--- src/rtl/bs_pkg.sv ---
// Shared types and helpers for the round-robin bus arbiter.
// Latency: n/a (types, constants and a pure function only).
// Backpressure: n/a.
package bs_pkg;

  // Arbiter phases: pick a requester, consume its head, deliver the packet.
  typedef enum logic [1:0] {
    IDLE    = 2'd0,
    GRANT   = 2'd1,
    DELIVER = 2'd2
  } bs_state_t;

  // Destination ID field width; the ID sits in the top byte of a packet.
  localparam int ID_W = 8;

  // Widest packet the dest helper accepts; callers zero-extend into this.
  localparam int PKT_MAX_W = 256;

  typedef logic [ID_W-1:0] id_t;

  // Destination ID of a packet that is pkt_w bits wide, passed zero-extended.
  function automatic id_t get_dest(input logic [PKT_MAX_W-1:0] pkt, input int pkt_w);
    return ID_W'(pkt >> (pkt_w - ID_W));
  endfunction

endpackage

--- src/rtl/bs_rr_arbtr_fifo_rr_prio_sel.sv ---
// Round-robin priority select: first set req bit at or after ptr, wrapping.
// Latency: purely combinational, zero cycles.
// Backpressure: none; the caller decides when to act on gnt_idx/valid.
module rr_prio_sel #(
  parameter int N = 4,
  parameter int W = (N > 1) ? $clog2(N) : 1
) (
  input  logic [N-1:0] req,
  input  logic [W-1:0] ptr,
  output logic [W-1:0] gnt_idx,
  output logic         valid
);

  logic         hi_vld;
  logic [W-1:0] hi_idx;
  logic         lo_vld;
  logic [W-1:0] lo_idx;

  // Lowest requester at or above ptr wins; otherwise wrap to the lowest overall.
  always_comb begin
    hi_vld = 1'b0;
    hi_idx = '0;
    lo_vld = 1'b0;
    lo_idx = '0;
    // Walk downwards so the last hit recorded is the lowest index.
    for (int i = N - 1; i >= 0; i--) begin
      if (|(req & (N'(1) << i))) begin
        lo_vld = 1'b1;
        lo_idx = W'(i);
        if (W'(i) >= ptr) begin
          hi_vld = 1'b1;
          hi_idx = W'(i);
        end
      end
    end
    valid   = lo_vld;
    gnt_idx = hi_vld ? hi_idx : lo_idx;
  end

endmodule

--- src/rtl/bs_rr_arbtr_fifo.sv ---
// Round-robin bus arbiter: pops one driver FIFO head and pushes it to its target receivers.
// Latency: 3 cycles per packet minimum (select, pop/capture, deliver).
// Backpressure: holds in DELIVER until every targeted receiver is not full; broadcast is all-or-nothing.
module bs_rr_arbtr_fifo
  import bs_pkg::*;
#(
  parameter int          DRVRS     = 4,
  parameter int          PCKG_SZ   = 16,
  parameter logic [7:0]  BROADCAST = 8'hFF,
  parameter int          CNT_W     = 16
) (
  input  logic                        clk,
  input  logic                        reset,
  input  logic [DRVRS-1:0]            pndng,
  input  logic [DRVRS*PCKG_SZ-1:0]    D_pop,
  output logic [DRVRS-1:0]            pop,
  input  logic [DRVRS-1:0]            full,
  output logic [DRVRS-1:0]            push,
  output logic [DRVRS*PCKG_SZ-1:0]    D_push,
  output logic                        busy,
  output logic [$clog2(DRVRS)-1:0]    grant_id,
  output logic [CNT_W-1:0]            drop_cnt
);

  localparam int GW = $clog2(DRVRS);

  bs_state_t          state_q, state_d;
  logic [GW-1:0]      rr_ptr_q, rr_ptr_d;
  logic [GW-1:0]      grant_id_q, grant_id_d;
  logic [PCKG_SZ-1:0] pkt_q, pkt_d;
  logic [CNT_W-1:0]   drop_cnt_q, drop_cnt_d;

  logic [GW-1:0]      sel_idx;
  logic               sel_vld;
  logic [PCKG_SZ-1:0] lane_pkt;
  id_t                dest;
  logic [DRVRS-1:0]   grant_oh;
  logic [DRVRS-1:0]   tgt_mask;

  rr_prio_sel #(
    .N (DRVRS),
    .W (GW)
  ) u_sel (
    .req     (pndng),
    .ptr     (rr_ptr_q),
    .gnt_idx (sel_idx),
    .valid   (sel_vld)
  );

  // Head packet of the granted driver, and the captured packet's destination.
  assign lane_pkt = PCKG_SZ'(D_pop >> (int'(grant_id_q) * PCKG_SZ));
  assign dest     = get_dest(PKT_MAX_W'(pkt_q), PCKG_SZ);
  assign grant_oh = DRVRS'(1) << grant_id_q;

  // Receivers the captured packet goes to; a packet never loops back to its source.
  always_comb begin
    tgt_mask = '0;
    if (dest == BROADCAST) begin
      tgt_mask = ~grant_oh;
    end else if ((dest < ID_W'(DRVRS)) && (dest != ID_W'(grant_id_q))) begin
      tgt_mask = DRVRS'(1) << dest;
    end
  end

  // Next-state and output decode; pop/push are suppressed while reset is high.
  always_comb begin
    state_d    = state_q;
    rr_ptr_d   = rr_ptr_q;
    grant_id_d = grant_id_q;
    pkt_d      = pkt_q;
    drop_cnt_d = drop_cnt_q;
    pop        = '0;
    push       = '0;
    unique case (state_q)
      IDLE: begin
        if (sel_vld) begin
          grant_id_d = sel_idx;
          state_d    = GRANT;
        end
      end
      GRANT: begin
        pop      = grant_oh;
        pkt_d    = lane_pkt;
        rr_ptr_d = (grant_id_q == GW'(DRVRS - 1)) ? '0 : grant_id_q + 1'b1;
        state_d  = DELIVER;
      end
      DELIVER: begin
        if (tgt_mask == '0) begin
          // Nobody to deliver to: count the drop and move on.
          if (drop_cnt_q != '1) begin
            drop_cnt_d = drop_cnt_q + 1'b1;
          end
          state_d = IDLE;
        end else if ((full & tgt_mask) == '0) begin
          push    = tgt_mask;
          state_d = IDLE;
        end
      end
      default: begin
        state_d = IDLE;
      end
    endcase
    if (reset) begin
      pop  = '0;
      push = '0;
    end
  end

  // State and datapath registers with synchronous reset.
  always_ff @(posedge clk) begin
    if (reset) begin
      state_q    <= IDLE;
      rr_ptr_q   <= '0;
      grant_id_q <= '0;
      pkt_q      <= '0;
      drop_cnt_q <= '0;
    end else begin
      state_q    <= state_d;
      rr_ptr_q   <= rr_ptr_d;
      grant_id_q <= grant_id_d;
      pkt_q      <= pkt_d;
      drop_cnt_q <= drop_cnt_d;
    end
  end

  assign busy     = (state_q != IDLE);
  assign grant_id = grant_id_q;
  assign drop_cnt = drop_cnt_q;
  assign D_push   = {DRVRS{pkt_q}};

  // Consuming and delivering are separate phases, and only one head is consumed at a time.
  a_pop_push_excl: assert property (@(posedge clk) (pop & push) == '0);
  a_pop_onehot0:   assert property (@(posedge clk) $onehot0(pop));

endmodule

--- config.mk ---
export PLATFORM = sky130hd
export DESIGN_NAME = bs_rr_arbtr_fifo
export DESIGN_NICKNAME = d
export VERILOG_FILES = /design/src/rtl/bs_pkg.sv /design/src/rtl/bs_rr_arbtr_fifo_rr_prio_sel.sv /design/src/rtl/bs_rr_arbtr_fifo.sv
export SDC_FILE = /design/constraint.sdc
export NUM_CORES = 1
export LEC_CHECK = 0
export CAP_MARGIN = 20
export CORE_MARGIN = 2
export CORE_UTILIZATION = 35
export DETAILED_ROUTE_END_ITERATION = 10
export HOLD_SLACK_MARGIN = 0.1
export PLACE_DENSITY = 0.78
export SLEW_MARGIN = 10
export SYNTH_ARGS = -nofsm -noshare
export SYNTH_HDL_FRONTEND = slang
export SYNTH_SLANG_ARGS = --single-unit
--- constraint.sdc ---
create_clock -name clk -period 2.8 [get_ports clk]
set_clock_uncertainty 0.1 [all_clocks]
set_input_delay 0.56 -clock clk [delete_from_list [all_inputs] [get_ports clk]]
set_output_delay 0.56 -clock clk [all_outputs]
set_load 0.05 [all_outputs]
==> results_dict.tcl, run 1 <==
set metrics [dict create \
    drt-pass1-iter-count 4 \
    synth_top_cell_area_share_pct 27.2 \
    grt_pass1_wl_um 14000 \
    dpl_cell_area_mm2 0.00434 \
    slew_headroom_pct 64.5 \
    dominantRegCellSynth "dfxtp_1" \
    clkLatencyLatePin_ns 0.29 \
    peakVddDrop_mv 0.181 \
    synth_most_common_cell "buf_4" \
    post-place-cells 545 \
    rows 32 \
    rrSetupSlack_ns 0.17 \
    worst_pin_slew_ns 0.531 \
    ys_top_cells_by_count "buf_4 (48), nand2_1 (40), dfxtp_1 (38), a21oi_1 (34), nor2_1 (18)" \
    grt_antenna_before_repair 2 \
    grt_util_all_layers_pct 20.3 \
    ys_seq_area_share_pct 27.2 \
    synth_edf_count 0 \
    hold_path.class "flop to flop" \
    finalNonFillerCells 560 \
    io_buffer_count 164 \
    die_height_um 93.4 \
    synthToLayoutAreaGrowth_pct 64.7 \
    drive_gt1_share_pct 18.4 \
    tns_ns 0 \
    slew_viol_final 0 \
    final_area_mm2 0.00460 \
    min_period_over_period_pct 99.3 \
    cts_buffers 5 \
    fin_ws_ns 0.0186 \
    clk_pin_slew_worst_paths_ns 0.08 \
    syn_avg_cell_area_um2 8.60 \
    place_congestion 0.904 \
    num_vias 2924 \
    synth_cell_types 45 \
    grt_max_degree 37 \
    initial_core_util_pct 36.2 \
    clock_path_buffers 2 \
    place_ws_ns -0.319 \
    viasPerCell 5.22 \
    max_cap_violations 0 \
    syn_nets 404 \
    root_buffer "clkbuf_8" \
    critPathLaunchType "flop" \
    cts.sinks 38 \
    async_flop_share_pct 0 \
    finish.utilization_pct 59.6 \
    worstSetupStartpoint "grant_id[0]" \
    end_kind "primary output" \
    grt_pass1_vias 2879 \
    hold_viol 0 \
    max_freq_ghz 0.360 \
    critical_path_required_ns 2.14 \
    rsz0062_at_grt "true" \
    drt_iter0_markers 135 \
    synth_largest_area_cell "dfxtp_1" \
    grt_overflow 0 \
    syn_area_mm2 0.00280 \
    wire_per_inst_um 16.5 \
    period_minus_slack_ns 2.78 \
    worstSetupPathType "flop to primary output" \
    worst-path-max-fanout 6 \
    core_area_mm2 0.00773 \
    cts_tree "done" \
    setup-violations-final 0 \
    min_from "pkt_q[3]" \
    arrival_ns 2.12 \
    dieArea_mm2 0.00872 \
    drc 0 \
    antenna_left 0 \
    ys_top_cells_by_area "dfxtp_1 (27%), buf_4 (13%), mux4_2 (8.1%), a21oi_1 (6.1%), mux4_1 (5.6%)" \
    die_width_um 93.4 \
    h-tree-depth 2 \
    leakage_uw 0.00164 \
    ios 165 \
    power.density_mw_per_mm2 400 \
    nNetsFinal 534 \
    ys.warnings.count 0 \
    routed_wl_um 9240 \
    syn_inst 325 \
    synth_seq_cells 38 \
    hpwl_um 7070 \
    status "finished clean" \
    hold_buffers 0 \
    rr_startpoint "grant_id[0]" \
    fill_cells 659 \
]
worst max-delay path: stages, from the launching register on:
cell and delay, ns:
dfxtp_4 0.39, buf_4 0.18, xor2_1 0.19, o2111ai_2 0.26
o22ai_2 0.13, nor4_2 0.19, buf_4 0.19, and2_4 0.15
buf_12 0.13
kinds of logic after synthesis:
| family | share of synthesized area [%] |
|---|---|
| buffers and inverters | 17.1 |
| flip-flops | 27.2 |
| AO/OA/AOI/OAI | 14.1 |
| adder cells (fa/ha/maj) | 2.24 |
| XOR/XNOR | 0.940 |
| multiplexers | 16.0 |
| AND/OR/NAND/NOR | 22.5 |
through the flow:
stage	hold slack (ns)	total power, µW
finish	0.414	1840
global route	0.436	1920
CTS	0.406	1830
detailed placement	0.395	1440
global placement	0.371	1430
floorplan	0.355	1190
what timing repair did:
item	4_1_cts	5_1_grt
buffers inserted	0	5
setup endpoints to repair	4	4
cloned	0	0
resized for setup	21	12
pin swaps	3	0
final cells by class:
| cell class | instances | area (µm²) | area share [%] |
|---|---|---|---|
| multi-input cells | 213 | 1700 | 37.0 |
| well taps | 102 | 128 | 2.77 |
| diodes | 2 | 5.00 | 0.109 |
| repair buffers | 189 | 1880 | 40.9 |
| flip-flops and latches | 38 | 771 | 16.7 |
| inverters | 8 | 35.0 | 0.761 |
| clock buffers | 8 | 80.1 | 1.74 |
cell usage in the layout, fill, tap and decap left out, types with 3 or more instances in the layout:
cell type          n
dlygate4sd2_1      3
and2_4             3
nor4_2             3
nor2b_1            4
inv_1              5
mux4_1             6
buf_12             6
o21ai_0            5
nor2_1            18
o31ai_1            4
nand4_1            6
clkbuf_8           5
nand2_1           40
mux4_2            10
buf_4             26
and2_1             5
or3_1              4
ha_4               4
and4_1             3
nor2b_4            3
nand3_1            6
mux2_2             4
a31o_2             3
o41ai_1            3
or4_1              6
clkbuf_1           3
nor3_1             3
a21oi_1           34
nand2b_1           7
clkdlybuf4s50_1  151
dfxtp_1           34
routing by layer:
layer / track usage (%) / part of all wire, % / vias up
li1: - / - / 1398
met1: 21.0 / 36 / 1396
met2: 40.3 / 55 / 118
met3: 5.16 / 8.0 / 12
met4: 4.53 / 1.2 / 0
met5: 0 / 0 / -
flip-flops by register name, indices dropped and copies added, names as in the netlist:
signal	flops
pkt_q	16
rr_ptr_q	2
state_q	2
grant_id	2
drop_cnt	16
worst paths after layout:
| path | endpoint | cells past startpoint |
|---|---|---|
| worst min register to register | pkt_q[3] | 2 |
| worst min-delay path | pkt_q[3] | 2 |
| worst max register to register | drop_cnt[5] | 6 |
| worst max-delay path | push[3] | 8 |
power by group:
group          internal (µW)  switching (µW)  leakage [µW]  total, µW
clock                    177             193     0.0000395        370
combinational            362             493       0.00128        855
sequential               569            47.1      0.000311        616
No activity file was read; power rests on OpenSTA's default activity.
==> run 2, diff against run 1 <==
- CTS_CLUSTER_SIZE: not set -> 16
==> results of run 2 <==
The final DEF is identical to that of run 1; final timing and power are the same.
